--- src/rtl/mem_stage_if.sv ---
// Request/response bus between the stage controller, mem_stage and the data BRAM.
interface mem_stage_if #(
  parameter int ADDR_WIDTH = 15
);
  logic                  start;
  logic                  mem_read;
  logic                  mem_write;
  logic [2:0]            funct3;
  logic [31:0]           addr;
  logic [31:0]           wdata;
  logic [31:0]           rdata_out;
  logic                  busy;
  logic                  done;
  logic                  fault;
  logic [ADDR_WIDTH-1:0] ram_addr;
  logic [31:0]           ram_din;
  logic [3:0]            ram_we;
  logic [31:0]           ram_dout;

  // Controller/BRAM side: issues requests and returns BRAM read data.
  modport master (
    output start, mem_read, mem_write, funct3, addr, wdata, ram_dout,
    input  rdata_out, busy, done, fault, ram_addr, ram_din, ram_we
  );

  // Access unit side.
  modport slave (
    input  start, mem_read, mem_write, funct3, addr, wdata, ram_dout,
    output rdata_out, busy, done, fault, ram_addr, ram_din, ram_we
  );
endinterface

--- src/rtl/mem_stage.sv ---
// MEM-phase data access unit: RV32I loads/stores against a synchronous BRAM
// with byte-lane masking, little-endian lane extraction and sign/zero extension.
module mem_stage #(
  parameter int ADDR_WIDTH  = 15,
  parameter int RAM_LATENCY = 1
) (
  input logic        clk,
  input logic        reset,
  mem_stage_if.slave bus
);

  typedef enum logic [1:0] {IDLE, WRITE, READ_WAIT, FINISH} state_t;

  state_t                state;
  logic [2:0]            f3_q;
  logic [1:0]            off_q;
  logic                  fault_q;
  logic [2:0]            lat_cnt;
  logic [31:0]           rdata_r;
  logic                  busy_r;
  logic                  done_r;
  logic                  fault_r;
  logic [ADDR_WIDTH-1:0] ram_addr_r;
  logic [31:0]           ram_din_r;
  logic [3:0]            ram_we_r;

  logic        is_load;
  logic        is_store;
  logic        misaligned;
  logic        req_fault;
  logic [3:0]  st_mask;
  logic [31:0] st_data;
  logic [7:0]  ld_byte;
  logic [15:0] ld_half;
  logic [31:0] ld_value;
  logic        unused_addr_bits;

  assign unused_addr_bits = ^bus.addr[31:ADDR_WIDTH+2];

  // Classify the incoming request and precompute the store lanes/enables.
  always_comb begin
    is_load    = bus.mem_read;
    is_store   = ~bus.mem_read & bus.mem_write;
    misaligned = ((bus.funct3[1:0] == 2'd1) && bus.addr[0]) ||
                 ((bus.funct3[1:0] == 2'd2) && (bus.addr[1:0] != 2'b00));
    req_fault  = 1'b0;
    if (is_load)
      req_fault = misaligned || !(bus.funct3 inside {3'b000, 3'b001, 3'b010, 3'b100, 3'b101});
    else if (is_store)
      req_fault = misaligned || !(bus.funct3 inside {3'b000, 3'b001, 3'b010});
    st_mask = 4'b1111;
    st_data = bus.wdata;
    case (bus.funct3[1:0])
      2'd0: begin
        st_mask = 4'b0001 << bus.addr[1:0];
        st_data = {4{bus.wdata[7:0]}};
      end
      2'd1: begin
        st_mask = bus.addr[1] ? 4'b1100 : 4'b0011;
        st_data = {2{bus.wdata[15:0]}};
      end
      default: begin
        st_mask = 4'b1111;
        st_data = bus.wdata;
      end
    endcase
  end

  // Pick the addressed lane out of the BRAM word and extend it to 32 bits.
  always_comb begin
    case (off_q)
      2'd0:    ld_byte = bus.ram_dout[7:0];
      2'd1:    ld_byte = bus.ram_dout[15:8];
      2'd2:    ld_byte = bus.ram_dout[23:16];
      default: ld_byte = bus.ram_dout[31:24];
    endcase
    ld_half = off_q[1] ? bus.ram_dout[31:16] : bus.ram_dout[15:0];
    case (f3_q)
      3'b000:  ld_value = {{24{ld_byte[7]}}, ld_byte};
      3'b001:  ld_value = {{16{ld_half[15]}}, ld_half};
      3'b100:  ld_value = {24'd0, ld_byte};
      3'b101:  ld_value = {16'd0, ld_half};
      default: ld_value = bus.ram_dout;
    endcase
  end

  // Request FSM; every output is a register so the controller sees clean timing.
  always_ff @(posedge clk or posedge reset) begin
    if (reset) begin
      state      <= IDLE;
      f3_q       <= 3'd0;
      off_q      <= 2'd0;
      fault_q    <= 1'b0;
      lat_cnt    <= 3'd0;
      rdata_r    <= 32'd0;
      busy_r     <= 1'b0;
      done_r     <= 1'b0;
      fault_r    <= 1'b0;
      ram_addr_r <= '0;
      ram_din_r  <= 32'd0;
      ram_we_r   <= 4'd0;
    end else begin
      case (state)
        IDLE: begin
          done_r  <= 1'b0;
          fault_r <= 1'b0;
          if (bus.start) begin
            busy_r     <= 1'b1;
            f3_q       <= bus.funct3;
            off_q      <= bus.addr[1:0];
            ram_addr_r <= bus.addr[ADDR_WIDTH+1:2];
            fault_q    <= req_fault;
            if (req_fault || (!is_load && !is_store)) begin
              state <= FINISH;
            end else if (is_load) begin
              lat_cnt <= 3'(RAM_LATENCY);
              state   <= READ_WAIT;
            end else begin
              ram_we_r  <= st_mask;
              ram_din_r <= st_data;
              state     <= WRITE;
            end
          end
        end
        WRITE: begin
          ram_we_r <= 4'd0;
          state    <= FINISH;
        end
        READ_WAIT: begin
          if (lat_cnt == 3'd0) begin
            rdata_r <= ld_value;
            done_r  <= 1'b1;
            fault_r <= 1'b0;
            busy_r  <= 1'b0;
            state   <= IDLE;
          end else begin
            lat_cnt <= lat_cnt - 3'd1;
          end
        end
        FINISH: begin
          done_r  <= 1'b1;
          fault_r <= fault_q;
          busy_r  <= 1'b0;
          state   <= IDLE;
        end
        default: state <= IDLE;
      endcase
    end
  end

  assign bus.rdata_out = rdata_r;
  assign bus.busy      = busy_r;
  assign bus.done      = done_r;
  assign bus.fault     = fault_r;
  assign bus.ram_addr  = ram_addr_r;
  assign bus.ram_din   = ram_din_r;
  assign bus.ram_we    = ram_we_r;

endmodule

--- src/flat_wrapper.sv ---
// flat-port wrapper written by rule: the top's interface ports become plain ports
module mem_stage_flat 
#(
  parameter int ADDR_WIDTH  = 15,
  parameter int RAM_LATENCY = 1
)
  (clk, reset, bus_start, bus_mem_read, bus_mem_write, bus_funct3, bus_addr, bus_wdata, bus_ram_dout, bus_rdata_out, bus_busy, bus_done, bus_fault, bus_ram_addr, bus_ram_din, bus_ram_we);
  mem_stage_if #(.ADDR_WIDTH(ADDR_WIDTH)) bus_i ();
  input logic clk;
  input logic reset;
  input wire logic [$bits(bus_i.start)-1:0] bus_start;
  input wire logic [$bits(bus_i.mem_read)-1:0] bus_mem_read;
  input wire logic [$bits(bus_i.mem_write)-1:0] bus_mem_write;
  input wire logic [$bits(bus_i.funct3)-1:0] bus_funct3;
  input wire logic [$bits(bus_i.addr)-1:0] bus_addr;
  input wire logic [$bits(bus_i.wdata)-1:0] bus_wdata;
  input wire logic [$bits(bus_i.ram_dout)-1:0] bus_ram_dout;
  output wire logic [$bits(bus_i.rdata_out)-1:0] bus_rdata_out;
  output wire logic [$bits(bus_i.busy)-1:0] bus_busy;
  output wire logic [$bits(bus_i.done)-1:0] bus_done;
  output wire logic [$bits(bus_i.fault)-1:0] bus_fault;
  output wire logic [$bits(bus_i.ram_addr)-1:0] bus_ram_addr;
  output wire logic [$bits(bus_i.ram_din)-1:0] bus_ram_din;
  output wire logic [$bits(bus_i.ram_we)-1:0] bus_ram_we;
  assign bus_i.start = bus_start;
  assign bus_i.mem_read = bus_mem_read;
  assign bus_i.mem_write = bus_mem_write;
  assign bus_i.funct3 = bus_funct3;
  assign bus_i.addr = bus_addr;
  assign bus_i.wdata = bus_wdata;
  assign bus_i.ram_dout = bus_ram_dout;
  assign bus_rdata_out = bus_i.rdata_out;
  assign bus_busy = bus_i.busy;
  assign bus_done = bus_i.done;
  assign bus_fault = bus_i.fault;
  assign bus_ram_addr = bus_i.ram_addr;
  assign bus_ram_din = bus_i.ram_din;
  assign bus_ram_we = bus_i.ram_we;
  mem_stage #(.ADDR_WIDTH(ADDR_WIDTH), .RAM_LATENCY(RAM_LATENCY)) u_core (.clk(clk), .reset(reset), .bus(bus_i));
endmodule
--- config.mk ---
export PLATFORM = sky130hd
export DESIGN_NAME = mem_stage_flat
export DESIGN_NICKNAME = d
export VERILOG_FILES = /design/src/rtl/mem_stage_if.sv /design/src/rtl/mem_stage.sv /design/src/flat_wrapper.sv
export SDC_FILE = /design/constraint.sdc
export NUM_CORES = 1
export LEC_CHECK = 0
export CAP_MARGIN = 40
export CORE_MARGIN = 2
export CORE_UTILIZATION = 30
export CTS_BUF_LIST = sky130_fd_sc_hd__clkbuf_4 sky130_fd_sc_hd__clkbuf_8
export CTS_CLUSTER_SIZE = 28
export DETAILED_ROUTE_END_ITERATION = 8
export HOLD_SLACK_MARGIN = 0.03
export SLEW_MARGIN = 20
export SYNTH_ARGS = -nofsm -noshare
export SYNTH_HDL_FRONTEND = slang
export SYNTH_SLANG_ARGS = --single-unit
--- constraint.sdc ---
create_clock -name clk -period 3.1 [get_ports clk]
set_input_delay 0.465 -clock clk [delete_from_list [all_inputs] [get_ports clk]]
set_output_delay 0.465 -clock clk [all_outputs]
set_load 0.02 [all_outputs]
==> flow_summary.yaml, run 1 <==
floorplanning:
  start_util_pct: 30.4
  fp.dieH_um: 133
  die_w_um: 133
  ios: 190
  coreArea_um2: 16400
  num_rows: 47
  die_area_um2: 17700
sta:
  timing.final.max_slew_violations: 0
  report.final.hold_viol_count: 0
  grt_setup_unrepaired: "false"
  max_freq_mhz: 427
  period_share_pct: 75.6
  worst_pin_slew_ns: 0.775
  fin_tns_setup_ns: 0
  skew_ns: 0.00995
  setup_violations: 0
  slew_headroom_pct: 48.4
  min_period_ns: 2.34
drt:
  viasPerCell: 4.85
  wl_per_cell_um: 16.4
  first_iter_violations: 220
  firstDrtPassIters: 4
  route.antenna.remaining_nets: 0
  drc: 0
  dr_total_vias: 4110
  wl_mm: 13.9
cts:
  cts_resized: 0
  cts.sinks: 97
  cts_buffers: 9
  tritoncts: "built"
  cts_root_buf: "clkbuf_8"
  cts.clk_slew.worst_paths_ns: 0.10
  cts.htree.levels: 3
  cts.path.max_buffers: 2
  post_cts_buffers: 0
  cts_hold_buf: 0
  insertion_delay_ns: 0.37
final_layout:
  register_area_um2: 2430
  area_delta_synth_final_pct: 43.0
  diodes: 0
  multi_input_area_um2: 2330
  num-nets-final: 733
  drive_gt1_share_pct: 16.6
  fillers: 1574
  finish.utilization_pct: 43.4
job:
  cap_viol_max_count: 0
place:
  gp_congestion: 0.782
  io_buffers: 174
  hpwl_mm: 10.3
setup_path:
  cpPeakStageDelay_ns: 0.50
  slowest_stage: "o2111ai_2"
  end_kind: "flip-flop"
  cp-startpoint: "u_core.state[0]$_DFFE_PP0P_"
  cp_cell_sequence: "inv_1 -> ha_1 -> and3b_1 -> buf_4 -> o2111ai_2 -> nand3_1"
  r2r_start: "u_core.state[0]$_DFFE_PP0P_"
  cp.required_ns: 3.39
  crit_fanout: 40
  crit_type: "reg2reg"
  cp-start-kind: "flip-flop"
  worstPathArrival_ns: 2.63
yosys:
  synthTopCellsByArea: "dfrtp_1 (49%), mux2_2 (11%), mux2_4 (6.0%)"
  synthesis.area_um2: 4990
  yosysTopAreaCell: "dfrtp_1"
  synth-edff-count: 0
  synth_fp_nets: 565
  avgSynthCellArea_um2: 11.0
  synth_cells: 454
  synthArstFlopShare_pct: 100
  synth_common_cells: "dfrtp_1 (97), nand2_1 (57), mux2_2 (49)"
  yosysTopAreaCellShare_pct: 48.7
  ys_seq_area_share_pct: 48.7
  yosysWarnings: 0
  synth.distinct_cells: 44
  ys_ff_latch: 97
  yosysMostFrequentCell: "dfrtp_1"
  synth_ff_type: "dfrtp_1"
global_routing:
  antenna_found_initial: 0
  grt_pass1_wl_mm: 22.4
  grt_usage_pct: 15.9
  grt_start_max_net_pins: 51
  grt_pass1_vias: 4357
  overflow: 0
min_path:
  hold_class: "reg2reg"
  min_from: "u_core.bus.rdata_out[1]$_DFFE_PP0P_"
pwr:
  ir_worst_vdd_uv: 373
  power_density_nw_per_um2: 927
  total_leakage_power_nw: 3.02
outcome:
  status: "finished, final reports clean"
final timing paths:
check,to,slack (ns),cells past startpoint
max in group asynchronous,u_core.bus.ram_we[2]$_DFFE_PP0P_,1.87,3
setup / recovery,u_core.bus.rdata_out[21]$_DFFE_PP0P_,0.76,6
setup reg to reg,u_core.bus.rdata_out[21]$_DFFE_PP0P_,0.76,6
min in group asynchronous,u_core.bus.ram_addr[9]$_DFFE_PP0P_,0.51,2
hold reg to reg,u_core.bus.rdata_out[1]$_DFFE_PP0P_,0.49,2
hold / removal,u_core.bus.rdata_out[1]$_DFFE_PP0P_,0.49,2
sequential cells by signal, indices dropped and copies added, names as in the netlist, 2 cells and up:
| name | cells |
|---|---|
| u_core.bus.ram_din | 32 |
| u_core.bus.rdata_out | 32 |
| u_core.bus.ram_addr | 15 |
| u_core.bus.ram_we | 4 |
| u_core.f3_q | 3 |
| u_core.lat_cnt | 3 |
| u_core.off_q | 2 |
| u_core.state | 2 |
metrics by stage:
stage / power, mW / setup WS (ns) / instances / hold WS (ns) / cell area, um2
after global placement: 5.73 / 0.523 / 829 / 0.466 / 6930
after CTS: 6.66 / 0.753 / 846 / 0.492 / 7120
after detailed placement: 5.84 / 0.469 / 830 / 0.471 / 6940
after floorplan: 4.26 / 0.101 / 454 / 0.449 / 4990
after global routing: 7.04 / 0.568 / 847 / 0.524 / 7130
final: 6.61 / 0.756 / 847 / 0.486 / 7130
metal layers:
metal  routed length (um)  GRT usage, %  vias up
met4                  221          5.97        0
met1                 5990          19.2     1996
met3                 1230          5.63       16
met5                    0             0        -
met2                 6460          26.3      154
li1                     -             -     1944
area by class of cell:
type / count / area share (%)
Inverter: 14 / 0.772
Clock buffer: 10 / 1.93
Multi-Input combinational cell: 314 / 32.7
Sequential cell: 97 / 34.1
Timing Repair Buffer: 186 / 26.1
Tap cell: 220 / 3.86
Clock inverter: 6 / 0.579
worst max-delay path, delay by kind of cell (launching register included):
family | cells | cell delay (ns)
AOI/OAI and AO/OA | 1 | 0.50
DFF | 1 | 0.42
buffers and inverters | 2 | 0.48
and+or+nand+nor | 2 | 0.46
adders and majority gates | 1 | 0.38
where the power goes:
| part | switching, mW | total [mW] | internal (mW) |
|---|---|---|---|
| clock | 0.478 | 0.794 | 0.316 |
| combinational | 1.78 | 3.55 | 1.77 |
| sequential | 0.423 | 2.27 | 1.85 |
| total | 2.68 | 6.61 | 3.93 |
logic make-up after synthesis:
| group | synth area share (%) |
|---|---|
| and+or+nand+nor | 14.2 |
| AOI/OAI and AO/OA | 9.69 |
| buffers and inverters | 4.57 |
| adders and majority gates | 1.76 |
| muxes | 21.1 |
| DFF | 48.7 |
cell usage in the layout (no fill, tap or decap), types with 2 or more instances in the layout:
| cell | count |
|---|---|
| clkdlybuf4s50_1 | 174 |
| dfrtp_1 | 97 |
| nand2_1 | 57 |
| mux2_2 | 49 |
| o21ai_0 | 35 |
| nand3_1 | 34 |
| mux2i_1 | 20 |
| mux2_4 | 20 |
| a21oi_1 | 19 |
| inv_1 | 13 |
| nand2b_1 | 10 |
| clkbuf_8 | 10 |
| nor2_1 | 9 |
| buf_4 | 9 |
| nand3b_1 | 8 |
| or3_1 | 7 |
| ha_1 | 7 |
| o22ai_1 | 5 |
| o31ai_1 | 4 |
| nor3_1 | 4 |
| nor2b_1 | 3 |
| clkinv_2 | 3 |
| a221o_1 | 2 |
| a31oi_1 | 2 |
| clkinv_4 | 2 |
| buf_12 | 2 |
(Power assumes the default switching activity.)
==> inputs of run 2 (changes only) <==
==> constraint.sdc (replaced) <==
create_clock -name clk -period 2.05 [get_ports clk]
set_input_delay 0.3075 -clock clk [delete_from_list [all_inputs] [get_ports clk]]
set_output_delay 0.3075 -clock clk [all_outputs]
set_load 0.02 [all_outputs]
==> run 2 against run 1 <==
Compared with the run above:
- design area increased by 3.1%
- highest routed layer unchanged
- hold slack got worse by 0.16 ns
- utilization increased by 1.3 points
==> flow_summary.yaml, run 2 (same netlist as run 1, synthesis figures left out) <==
cts:
  cts_buffers: 9
  cts.path.max_buffers: 2
  cts_root_buf: "clkbuf_8"
  tritoncts: "built"
  insertion_delay_ns: 0.38
  cts_resized: 0
  cts_hold_buf: 0
  cts.sinks: 97
  cts.htree.levels: 3
  post_cts_buffers: 0
  cts.clk_slew.worst_paths_ns: 0.10
drt:
  drc: 0
  firstDrtPassIters: 4
  wl_per_cell_um: 15.7
  dr_total_vias: 4112
  viasPerCell: 4.75
  route.antenna.remaining_nets: 0
  first_iter_violations: 176
  wl_mm: 13.6
final_layout:
  final_cell_mix: "clkdlybuf4s50_1 (174), dfrtp_1 (97), nand2_1 (57)"
  area_delta_synth_final_pct: 47.3
  fillers: 1494
  drive_gt1_share_pct: 19.0
  num-nets-final: 752
  multi_input_area_um2: 2330
  final_area_um2: 7350
  final_common_cell: "clkdlybuf4s50_1"
  diodes: 0
  register_area_um2: 2430
  finish.utilization_pct: 44.8
setup_path:
  timing.reg2reg.setup_slack_ns: 0.14
  slowest_stage: "clkdlybuf4s50_1"
  cp.required_ns: 2.31
  cp_cell_sequence: "clkdlybuf4s50_1 -> nor4_4 -> a21o_2 -> nor4b_4 -> buf_6 -> mux2_2"
  cp-startpoint: "bus_funct3[0]"
  r2r_end: "u_core.bus.ram_din[27]$_DFFE_PP0P_"
  rr_worst_depth: 6
  cp-start-kind: "primary input"
  cp_num_cells: 6
  cpPeakStageDelay_ns: 0.49
  r2r_start: "u_core.state[0]$_DFFE_PP0P_"
  worstPathArrival_ns: 2.17
  end_kind: "flip-flop"
  crit_type: "in2reg"
  cp-endpoint: "u_core.bus.ram_din[27]$_DFFE_PP0P_"
  crit_fanout: 17
  cp_top_family: "buffers and inverters"
  cp.buffers_inverters: 2
global_routing:
  grt_usage_pct: 15.7
  grt_pass1_wl_mm: 22.2
  grt_pass1_vias: 4236
  overflow: 0
  antenna_found_initial: 0
  grt_start_max_net_pins: 40
min_path:
  hold_class: "in2async"
floorplanning:
  num_rows: 47
  die_area_um2: 17700
  start_util_pct: 30.4
  ios: 190
  die_w_um: 133
  fp.dieH_um: 133
  coreArea_um2: 16400
sta:
  skew_ns: 0.0100
  worst_pin_slew_ns: 0.668
  setup_violations: 0
  period_share_pct: 93.3
  fin_tns_setup_ns: 0
  min_period_ns: 1.91
  whs_ns: 0.323
  slew_headroom_pct: 55.5
  report.final.hold_viol_count: 0
  timing.final.max_slew_violations: 0
  max_freq_mhz: 523
  grt_setup_unrepaired: "false"
pwr:
  p_int_mw: 6.23
  clock_power_share_pct: 13.1
  power_density_nw_per_um2: 1400
  power_mw: 10.3
  total_leakage_power_nw: 3.14
  swShare_pct: 39.3
  p_comb_share_pct: 53.9
  power_switching_mw: 4.03
  ir_worst_vdd_uv: 643
  pwr-share-seq_pct: 33.1
place:
  gp_congestion: 0.831
  io_buffers: 174
  hpwl_mm: 10.3
  post_dp_cell_area_um2: 7130
job:
  cap_viol_max_count: 0
outcome:
  status: "finished, final reports clean"
==> run 2: cell types whose count changed in the layout (fill, tap and decap cells not counted), sizes merged <==
cell	delta
clkbuf	+1
buf	+19
clkinv	-4
clkinvlp	+2
bufinv	+1
==> run 2: metal layers <==
metal  global-route usage (%)  part of all wire [%]
met1                     20.6                    44
met2                     24.3                    46
met3                     5.10                   8.8
met4                     5.85                   2.0
met5                        0                     0
==> run 2: final cells by class <==
class,instances,share of cell area (%)
tap,220,3.75
clock inverter,5,0.818
inverter,14,0.766
clock buffer,11,2.06
timing repair buffer,205,27.8
multi-input combinational,314,31.7
sequential,97,33.0
==> run 2: how the worst min path moves through the flow <==
stage                                    startpoint                                    to  depth (start not counted)
3_5_place_dp   u_core.bus.rdata_out[18]$_DFFE_PP0P_  u_core.bus.rdata_out[18]$_DFFE_PP0P_                          2
4_1_cts                                       reset    u_core.bus.ram_din[14]$_DFFE_PP0P_                          2
3_3_place_gp    u_core.bus.rdata_out[0]$_DFFE_PP0P_   u_core.bus.rdata_out[0]$_DFFE_PP0P_                          2
5_1_grt                                       reset    u_core.bus.ram_din[26]$_DFFE_PP0P_                          2
2_1_floorplan            u_core.fault_q$_DFFE_PP0P_            u_core.fault_q$_DFFE_PP0P_                          2
6_report                                      reset    u_core.bus.ram_din[22]$_DFFE_PP0P_                          2
==> run 2: power by group through the flow <==
stage / Clock [mW] / Sequential [mW] / Combinational, mW
2_1_floorplan: 0 / 4.22 / 2.23
3_3_place_gp: 0 / 3.41 / 5.47
3_5_place_dp: 0 / 3.42 / 5.56
4_1_cts: 1.40 / 3.40 / 5.58
5_1_grt: 1.48 / 3.51 / 5.95
6_report: 1.34 / 3.39 / 5.53
==> run 2: metrics by stage <==
step	std cells	setup slack, ns
floorplan	454	0.138
global placement	850	-0.272
detailed placement	850	-0.292
CTS	866	0.102
global route	866	0.0144
finish	866	0.138
